### src/rtl/ssd_scan_driver.sv
// Time-multiplexed 4-digit seven-segment scan driver with per-frame shadowing, dead-time and blink.
// Optional macro SSD_DIM_EN adds a bright[1:0] input that shortens the per-slot on-time.
module ssd_scan_driver #(
  parameter int REFRESH_DIV = 50000,
  parameter int DEADTIME    = 16,
  parameter int BLINK_DIV   = 250
) (
  input  logic       clk,
  input  logic       rst,
  input  logic [7:0] disp0,
  input  logic [7:0] disp1,
  input  logic [7:0] disp2,
  input  logic [7:0] disp3,
  input  logic [3:0] blink_mask,
`ifdef SSD_DIM_EN
  input  logic [1:0] bright,
`endif
  output logic [7:0] seven,
  output logic [3:0] segment,
  output logic       frame_tick
);

  // one extra bit so the window end can equal REFRESH_DIV itself
  localparam int SLOT_W  = $clog2(REFRESH_DIV + 1);
  localparam int FRAME_W = (BLINK_DIV > 1) ? $clog2(BLINK_DIV) : 1;
  localparam logic [SLOT_W-1:0]  SLOT_LAST  = SLOT_W'(REFRESH_DIV - 1);
  localparam logic [SLOT_W-1:0]  SLOT_DEAD  = SLOT_W'(DEADTIME);
  localparam logic [FRAME_W-1:0] FRAME_LAST = FRAME_W'(BLINK_DIV - 1);

  logic [SLOT_W-1:0]  slot_cnt_r;
  logic [1:0]         digit_idx_r;
  logic [FRAME_W-1:0] frame_cnt_r;
  logic               blink_phase_r;
  logic [3:0][7:0]    disp_sh_r;
  logic [3:0]         mask_sh_r;
  logic [7:0]         seven_r;
  logic [3:0]         segment_r;
  logic               frame_tick_r;

  logic               slot_wrap_s;
  logic               frame_bnd_s;
  logic [SLOT_W-1:0]  win_end_s;
  logic               active_s;
  logic [7:0]         seven_next_s;
  logic [3:0]         segment_next_s;

`ifdef SSD_DIM_EN
  logic [1:0]  bright_sh_r;
  logic [31:0] on_len_s;

  // Dimmed on-time: a quarter-step fraction of the post-dead-time window.
  always_comb begin
    on_len_s  = (32'(REFRESH_DIV - DEADTIME) * (32'(bright_sh_r) + 32'd1)) >> 2;
    win_end_s = SLOT_W'(32'(DEADTIME) + on_len_s);
  end
`else
  // Full on-time: active until the end of the slot.
  always_comb begin
    win_end_s = SLOT_W'(REFRESH_DIV);
  end
`endif

  // Slot/frame boundary detection and the active-window test.
  always_comb begin
    slot_wrap_s = (slot_cnt_r == SLOT_LAST);
    frame_bnd_s = slot_wrap_s && (digit_idx_r == 2'd3);
    active_s    = (slot_cnt_r >= SLOT_DEAD) && (slot_cnt_r < win_end_s);
  end

  // Next-output decode: blank unless in the active window and not blink-suppressed.
  always_comb begin
    seven_next_s   = 8'hFF;
    segment_next_s = 4'b1111;
    if (active_s && !(blink_phase_r && mask_sh_r[digit_idx_r])) begin
      seven_next_s = disp_sh_r[digit_idx_r];
      case (digit_idx_r)
        2'd0:    segment_next_s = 4'b1110;
        2'd1:    segment_next_s = 4'b1101;
        2'd2:    segment_next_s = 4'b1011;
        2'd3:    segment_next_s = 4'b0111;
        default: segment_next_s = 4'b1111;
      endcase
    end else begin
      seven_next_s   = 8'hFF;
      segment_next_s = 4'b1111;
    end
  end

  // Scan counters: slot within digit, digit within frame, frame within blink half-period.
  always_ff @(posedge clk or negedge rst) begin
    if (!rst) begin
      slot_cnt_r    <= {SLOT_W{1'b0}};
      digit_idx_r   <= 2'd0;
      frame_cnt_r   <= {FRAME_W{1'b0}};
      blink_phase_r <= 1'b0;
    end else if (slot_wrap_s) begin
      slot_cnt_r  <= {SLOT_W{1'b0}};
      digit_idx_r <= digit_idx_r + 2'd1;
      if (digit_idx_r == 2'd3) begin
        if (frame_cnt_r == FRAME_LAST) begin
          frame_cnt_r   <= {FRAME_W{1'b0}};
          blink_phase_r <= ~blink_phase_r;
        end else begin
          frame_cnt_r <= frame_cnt_r + FRAME_W'(1);
        end
      end
    end else begin
      slot_cnt_r <= slot_cnt_r + SLOT_W'(1);
    end
  end

  // Shadow registers: inputs only take effect at the frame boundary, so a frame never tears.
  always_ff @(posedge clk or negedge rst) begin
    if (!rst) begin
      disp_sh_r <= {4{8'hFF}};
      mask_sh_r <= 4'b0000;
`ifdef SSD_DIM_EN
      bright_sh_r <= 2'b00;
`endif
    end else if (frame_bnd_s) begin
      disp_sh_r <= {disp3, disp2, disp1, disp0};
      mask_sh_r <= blink_mask;
`ifdef SSD_DIM_EN
      bright_sh_r <= bright;
`endif
    end
  end

  // Output registers: decode lands one cycle after the counter state it reflects.
  always_ff @(posedge clk or negedge rst) begin
    if (!rst) begin
      seven_r      <= 8'hFF;
      segment_r    <= 4'b1111;
      frame_tick_r <= 1'b0;
    end else begin
      seven_r      <= seven_next_s;
      segment_r    <= segment_next_s;
      frame_tick_r <= frame_bnd_s;
    end
  end

  assign seven      = seven_r;
  assign segment    = segment_r;
  assign frame_tick = frame_tick_r;

endmodule

### config.mk
export PLATFORM = sky130hd
export DESIGN_NAME = ssd_scan_driver
export DESIGN_NICKNAME = d
export VERILOG_FILES = /design/src/rtl/ssd_scan_driver.sv
export SDC_FILE = /design/constraint.sdc
export NUM_CORES = 1
export LEC_CHECK = 0
export CAP_MARGIN = 10
export CELL_PAD_IN_SITES_DETAIL_PLACEMENT = 1
export CELL_PAD_IN_SITES_GLOBAL_PLACEMENT = 2
export CORE_UTILIZATION = 34
export DETAILED_ROUTE_END_ITERATION = 16
export MAX_ROUTING_LAYER = met4
export PLACE_DENSITY_LB_ADDON = 0.1
export SYNTH_ARGS = -nofsm -noshare
export SYNTH_HDL_FRONTEND = slang
export SYNTH_SLANG_ARGS = --single-unit
### constraint.sdc
create_clock -name clk -period 2.75 [get_ports clk]
set_input_delay 0.55 -clock clk [delete_from_list [all_inputs] [get_ports clk]]
set_output_delay 0.55 -clock clk [all_outputs]
set_load 0.01 [all_outputs]
==> results of run 1 <==
-- layer usage --
metal,global-route usage [%],vias up
met5,-,-
met4,5.53,0
met3,3.73,9
met2,25.8,41
met1,24.1,1235
li1,-,1216
-- cell usage after synthesis, types with 3 or more instances --
master | instances | area [sq um]
buf_2 | 3 | 15.0
nand2b_1 | 9 | 56.3
nand2_1 | 121 | 454
nor3_1 | 3 | 15.0
mux4_2 | 8 | 180
nand3_1 | 7 | 35.0
clkbuf_1 | 8 | 30.0
nor4_1 | 5 | 31.3
dfstp_2 | 44 | 1160
ha_1 | 8 | 100
inv_1 | 7 | 26.3
xor2_1 | 7 | 61.3
and3_1 | 3 | 18.8
nand4_1 | 7 | 43.8
o21ai_0 | 10 | 50.1
xnor2_1 | 9 | 78.8
nor2_1 | 11 | 41.3
dfrtp_1 | 32 | 801
-- report_power, final --
part	total, mW	internal (mW)	switching, mW
sequential	1.12	1.12	0
clock	0.826	0.416	0.410
combinational	0.0760	0.0466	0.0294
total	2.02	1.58	0.439
-- kinds of logic after synthesis --
family / count (synthesis)
xor gates and xnor gates: 16
adders and majority gates: 8
DFF: 76
buffers and inverters: 24
muxes: 11
AOI/OAI and AO/OA: 21
and+or+nand+nor: 180
-- final cells by class --
type / instances / area share [%]
sequential: 76 / 45.5
multi-input combinational: 236 / 32.5
timing repair buffer: 58 / 13.0
tap: 133 / 3.87
clock buffer: 11 / 3.06
clock inverter: 5 / 1.22
inverter: 8 / 0.815
-- worst max-delay path, stage by stage (launching register included) --
cell,delay [ns]
dfrtp_1,0.43
or4_4,0.56
or4_1,0.63
buf_4,0.32
o21ai_0,0.26
o21ai_0,0.16
-- sequential cells by signal (all words and copies together), names as in the netlist --
| register | cells |
|---|---|
| blink_phase_r | 1 |
| digit_idx_r | 2 |
| frame_cnt_r | 8 |
| segment | 4 |
| frame_tick | 1 |
| disp_sh_r | 32 |
| seven | 8 |
| mask_sh_r | 4 |
| slot_cnt_r | 16 |
-- stage by stage --
stage / total power [mW] / worst slack (ns) / cell area, sq um / hold slack [ns]
3_5_place_dp: 1.22 / 0.338 / 4120 / 0.446
3_3_place_gp: 1.22 / 0.440 / 4120 / 0.440
2_1_floorplan: 1.14 / 0.606 / 3460 / 0.254
6_report: 2.02 / 0.266 / 4300 / 0.322
4_1_cts: 2.05 / 0.255 / 4300 / 0.367
5_1_grt: 2.11 / 0.0810 / 4300 / 0.392
-- final timing paths --
kind	start	endpoint	slack, ns	cells after the start
setup / recovery	slot_cnt_r[10]	frame_cnt_r[5]	0.27	5
hold / removal	rst	slot_cnt_r[1]	0.32	1
setup reg to reg	slot_cnt_r[10]	frame_cnt_r[5]	0.27	5
hold reg to reg	disp_sh_r[19]	disp_sh_r[19]	0.45	2
max in group asynchronous	rst	disp_sh_r[3]	1.69	2
min in group clk	disp_sh_r[19]	disp_sh_r[19]	0.45	2
==> impl_metrics.ini, run 1 <==
[clock_tree]
clock-root-buffer = clkbuf_8
holdBufCountCts = 0
worstSkewPairLatency_ns = 0.35
cts_tree = built
clock-sinks = 76
cts.htree.levels = 3
postCtsSetupRepairBufs = 0
ctsResizeCount = 0
clkSlewWorstSetupHoldPaths_ns = 0.08
numCtsBuffers = 9
clockBufferDepth = 2

[pwr]
leakagePower_nw = 1.86
p_per_area_nw_per_um2 = 470
irDropWorstVdd_uv = 183

[synth]
ys_ff_latch = 76
yosys_warnings = 0
yosysUniqueCellTypes = 43
synth_top_family_by_area = simple AND/OR/NAND/NOR gates
ys.flop_type = dfstp_2
avgSynthCellArea_sq_um = 10.3
synth-seq-area-share_pct = 56.5
synth_fa_ha_area_share_pct = 2.89
synth_compound_area_share_pct = 3.72
synth-xor-area-share_pct = 4.04
syn_inst = 336
syn-num-nets = 382
muxShareOfSynthArea_pct = 6.21
netlist_area_sq_um = 3460
async_flop_share_pct = 100
synth-simple-area-share_pct = 23.1
synth_edf_count = 0

[floorplanning]
fp-row-count = 36
initial_core_util_pct = 35.3
ios = 51
die_h_um = 103
dieArea_sq_um = 10600
die_w_um = 103
core_area_sq_um = 9820

[critical_path]
path_class = reg -> reg
start_kind = flip-flop
cp.required_ns = 2.96
crit_fanout = 41
cp_data_arrival_time_ns = 2.69
endpoint_kind = flip-flop

[route]
met3_length_um = 229
drt_first_pass_iters = 4
wl_met1_um = 3920
wl_per_cell_um = 14.9
highest_layer = met4
vias = 2501
wl_um = 7880
ant_nets = 0
drc_errors = 0
first_iter_violations = 62
wl_met2_um = 3610
vias_per_cell = 4.75

[sta]
timing.fmax_mhz = 403
worst_slew_pin_slew_ns = 0.896
hold_violations = 0
setup_viol = 0
rsz0062_at_grt = no
relSlewSlack_pct = 40.2
finalCriticalPeriod_ns = 2.48
finalSetupTns_ns = 0
finalCritPeriodShare_pct = 90.3
slew_violations = 0
skew_ns = 0.00691

[run_status]
outcome = complete, no violations

[place]
place_hpwl_um = 5230
gp_congestion = 0.743
dp.cells = 511
portBuffers = 50

[global_route]
grt_pass1_vias = 2553
grt_max_degree = 72
grt_antenna_before_repair = 0
globalRouteTotalUtil_pct = 17.5
gr-total-overflow = 0
grt_pass1_wl_um = 13400

[finish]
syn_to_final_growth_pct = 24.1
multi_input_area_sq_um = 1400
fin_cells = 527
final_cell_mix = 121 x nand2_1, 49 x clkdlybuf4s50_1, 44 x dfstp_2
final-seq-area_sq_um = 1960
final_common_cell = nand2_1
layout-drive-gt1-share_pct = 21.1
fill_cells = 1151
antenna_cells = 0
post-route-util_pct = 43.8
num-nets-final = 435

[run]
max-cap-violations = 0

[worst_hold_path]
hp-class = in -> async
(Power assumes the default switching activity.)
==> inputs of run 2 (changes only) <==
- CAP_MARGIN: 10 -> 20
==> results of run 2 <==
No change in the layout: final DEF, timing and power equal those of run 1.
==> inputs of run 3 (changes only) <==
- CAP_MARGIN: 20 -> unset
- clock period: 2.75 -> 2.55 ns (I/O delays scaled with it)
==> run 3 against run 2 <==
Sequential power up 8%; largest cell class unchanged; first-iteration DRC count up 18%; global-route usage down 0.63 points.
==> impl_metrics.ini, run 3 (synthesized netlist as in run 1, its figures left out) <==
[pwr]
power.switching_uw = 487
irDropWorstVdd_uv = 171
p_per_area_nw_per_um2 = 498
p_int_mw = 1.66
netSwitchingFraction_pct = 22.6
pwr-share-seq_pct = 56.2
combPwrFrac_pct = 3.9
leakagePower_nw = 1.87
clkPwrFrac_pct = 40.0

[clock_tree]
clockBufferDepth = 2
postCtsSetupRepairBufs = 0
cts_tree = built
clkSlewWorstSetupHoldPaths_ns = 0.09
holdBufCountCts = 0
ctsResizeCount = 0
cts.htree.levels = 3
numCtsBuffers = 9
clock-sinks = 76
clock-root-buffer = clkbuf_8
worstSkewPairLatency_ns = 0.35

[finish]
final_cell_mix = 121 x nand2_1, 49 x clkdlybuf4s50_1, 44 x dfstp_2
syn_to_final_growth_pct = 24.6
final_common_cell = nand2_1
final_cell_area_sq_um = 4320
layout-drive-gt1-share_pct = 21.9
largest_reg_flops = 32
antenna_cells = 0
regMostFlops = disp_sh_r
top_regs = disp_sh_r x32, slot_cnt_r x16
num-nets-final = 438

[global_route]
grt_pass1_vias = 2584
gr-total-overflow = 0
grt_max_degree = 59
globalRouteTotalUtil_pct = 16.9
grt_pass1_wl_um = 13000
grt_antenna_before_repair = 0

[critical_path]
crit_fanout = 41
endpoint_kind = flip-flop
start_kind = flip-flop
cp.required_ns = 2.77
path_class = reg -> reg
cp_data_arrival_time_ns = 2.62

[sta]
worst_slew_pin_slew_ns = 0.735
setup_viol = 0
rsz0062_at_grt = no
skew_ns = 0.0110
finalSetupTns_ns = 0
relSlewSlack_pct = 51.0
finalCriticalPeriod_ns = 2.40
slew_violations = 0
timing.fmax_mhz = 416
timing.hold.ws_ns = 0.220
finalCritPeriodShare_pct = 94.2
hold_violations = 0

[place]
portBuffers = 50
gp_congestion = 0.736
placed_area_sq_um = 4140
place_hpwl_um = 5270

[route]
first_iter_violations = 73
drt_first_pass_iters = 4
vias_per_cell = 4.71
drc_errors = 0
wl_per_cell_um = 14.7
vias = 2497
ant_nets = 0
wl_um = 7780

[floorplanning]
core_area_sq_um = 9820
ios = 51
die_w_um = 103
dieArea_sq_um = 10600
die_h_um = 103
initial_core_util_pct = 35.3
fp-row-count = 36

[run]
max-cap-violations = 0

[run_status]
outcome = complete, no violations

[worst_hold_path]
hp-class = in -> async
-- run 3: path summary, 6_finish.rpt --
| kind | from | endpoint | slack (ns) | cells after the start |
|---|---|---|---|---|
| worst max-delay path | slot_cnt_r[11] | frame_cnt_r[4] | 0.15 | 5 |
| worst min-delay path | rst | slot_cnt_r[1] | 0.22 | 1 |
| worst max register to register | slot_cnt_r[11] | frame_cnt_r[4] | 0.15 | 5 |
| worst min register to register | disp_sh_r[16] | disp_sh_r[16] | 0.45 | 2 |
| max in group asynchronous | rst | disp_sh_r[3] | 1.58 | 2 |
| min in group clk | disp_sh_r[16] | disp_sh_r[16] | 0.45 | 2 |
-- run 3: power groups by stage --
| stage | clock network (mW) | registers [mW] | logic, mW |
|---|---|---|---|
| after global placement | 0 | 1.23 | 0.0855 |
| after CTS | 0.901 | 1.21 | 0.0857 |
| after floorplan | 0 | 1.23 | 0.000627 |
| after detailed placement | 0 | 1.23 | 0.0858 |
| final | 0.859 | 1.21 | 0.0828 |
| after global routing | 0.932 | 1.21 | 0.0912 |
-- run 3: metal layers --
layer  vias up  wire length (um)  track usage (%)
met5         -                 0                -
met4         0                89             5.74
met3         9               245             3.73
met2        45              3660             26.5
met1      1225              3790             21.7
li1       1218                 -                -
-- run 3: layout make-up --
cell class / instances / area, sq um
Clock buffer: 12 / 155
Clock inverter: 4 / 25.0
Fill cell: 1149 / 5500
Inverter: 8 / 35.0
Multi-Input combinational cell: 236 / 1400
Sequential cell: 76 / 1960
Tap cell: 133 / 166
Timing Repair Buffer: 61 / 581
-- run 3: worst max-delay path, stage by stage, from the launching register on --
cell and delay (ns):
dfrtp_1 0.41, or4_4 0.57, or4_1 0.63, buf_4 0.31
o21ai_0 0.24, o21ai_1 0.10
-- run 3: metrics by stage --
step | cells | setup slack (ns) | util (%) | power (mW)
after floorplan | 336 | 0.406 | - | 1.23
after global placement | 514 | 0.235 | 42.1 | 1.31
after detailed placement | 514 | 0.169 | 42.1 | 1.31
after CTS | 530 | 0.119 | 44.0 | 2.19
after global routing | 530 | 0.00976 | 44.0 | 2.23
final | 530 | 0.149 | 44.0 | 2.15
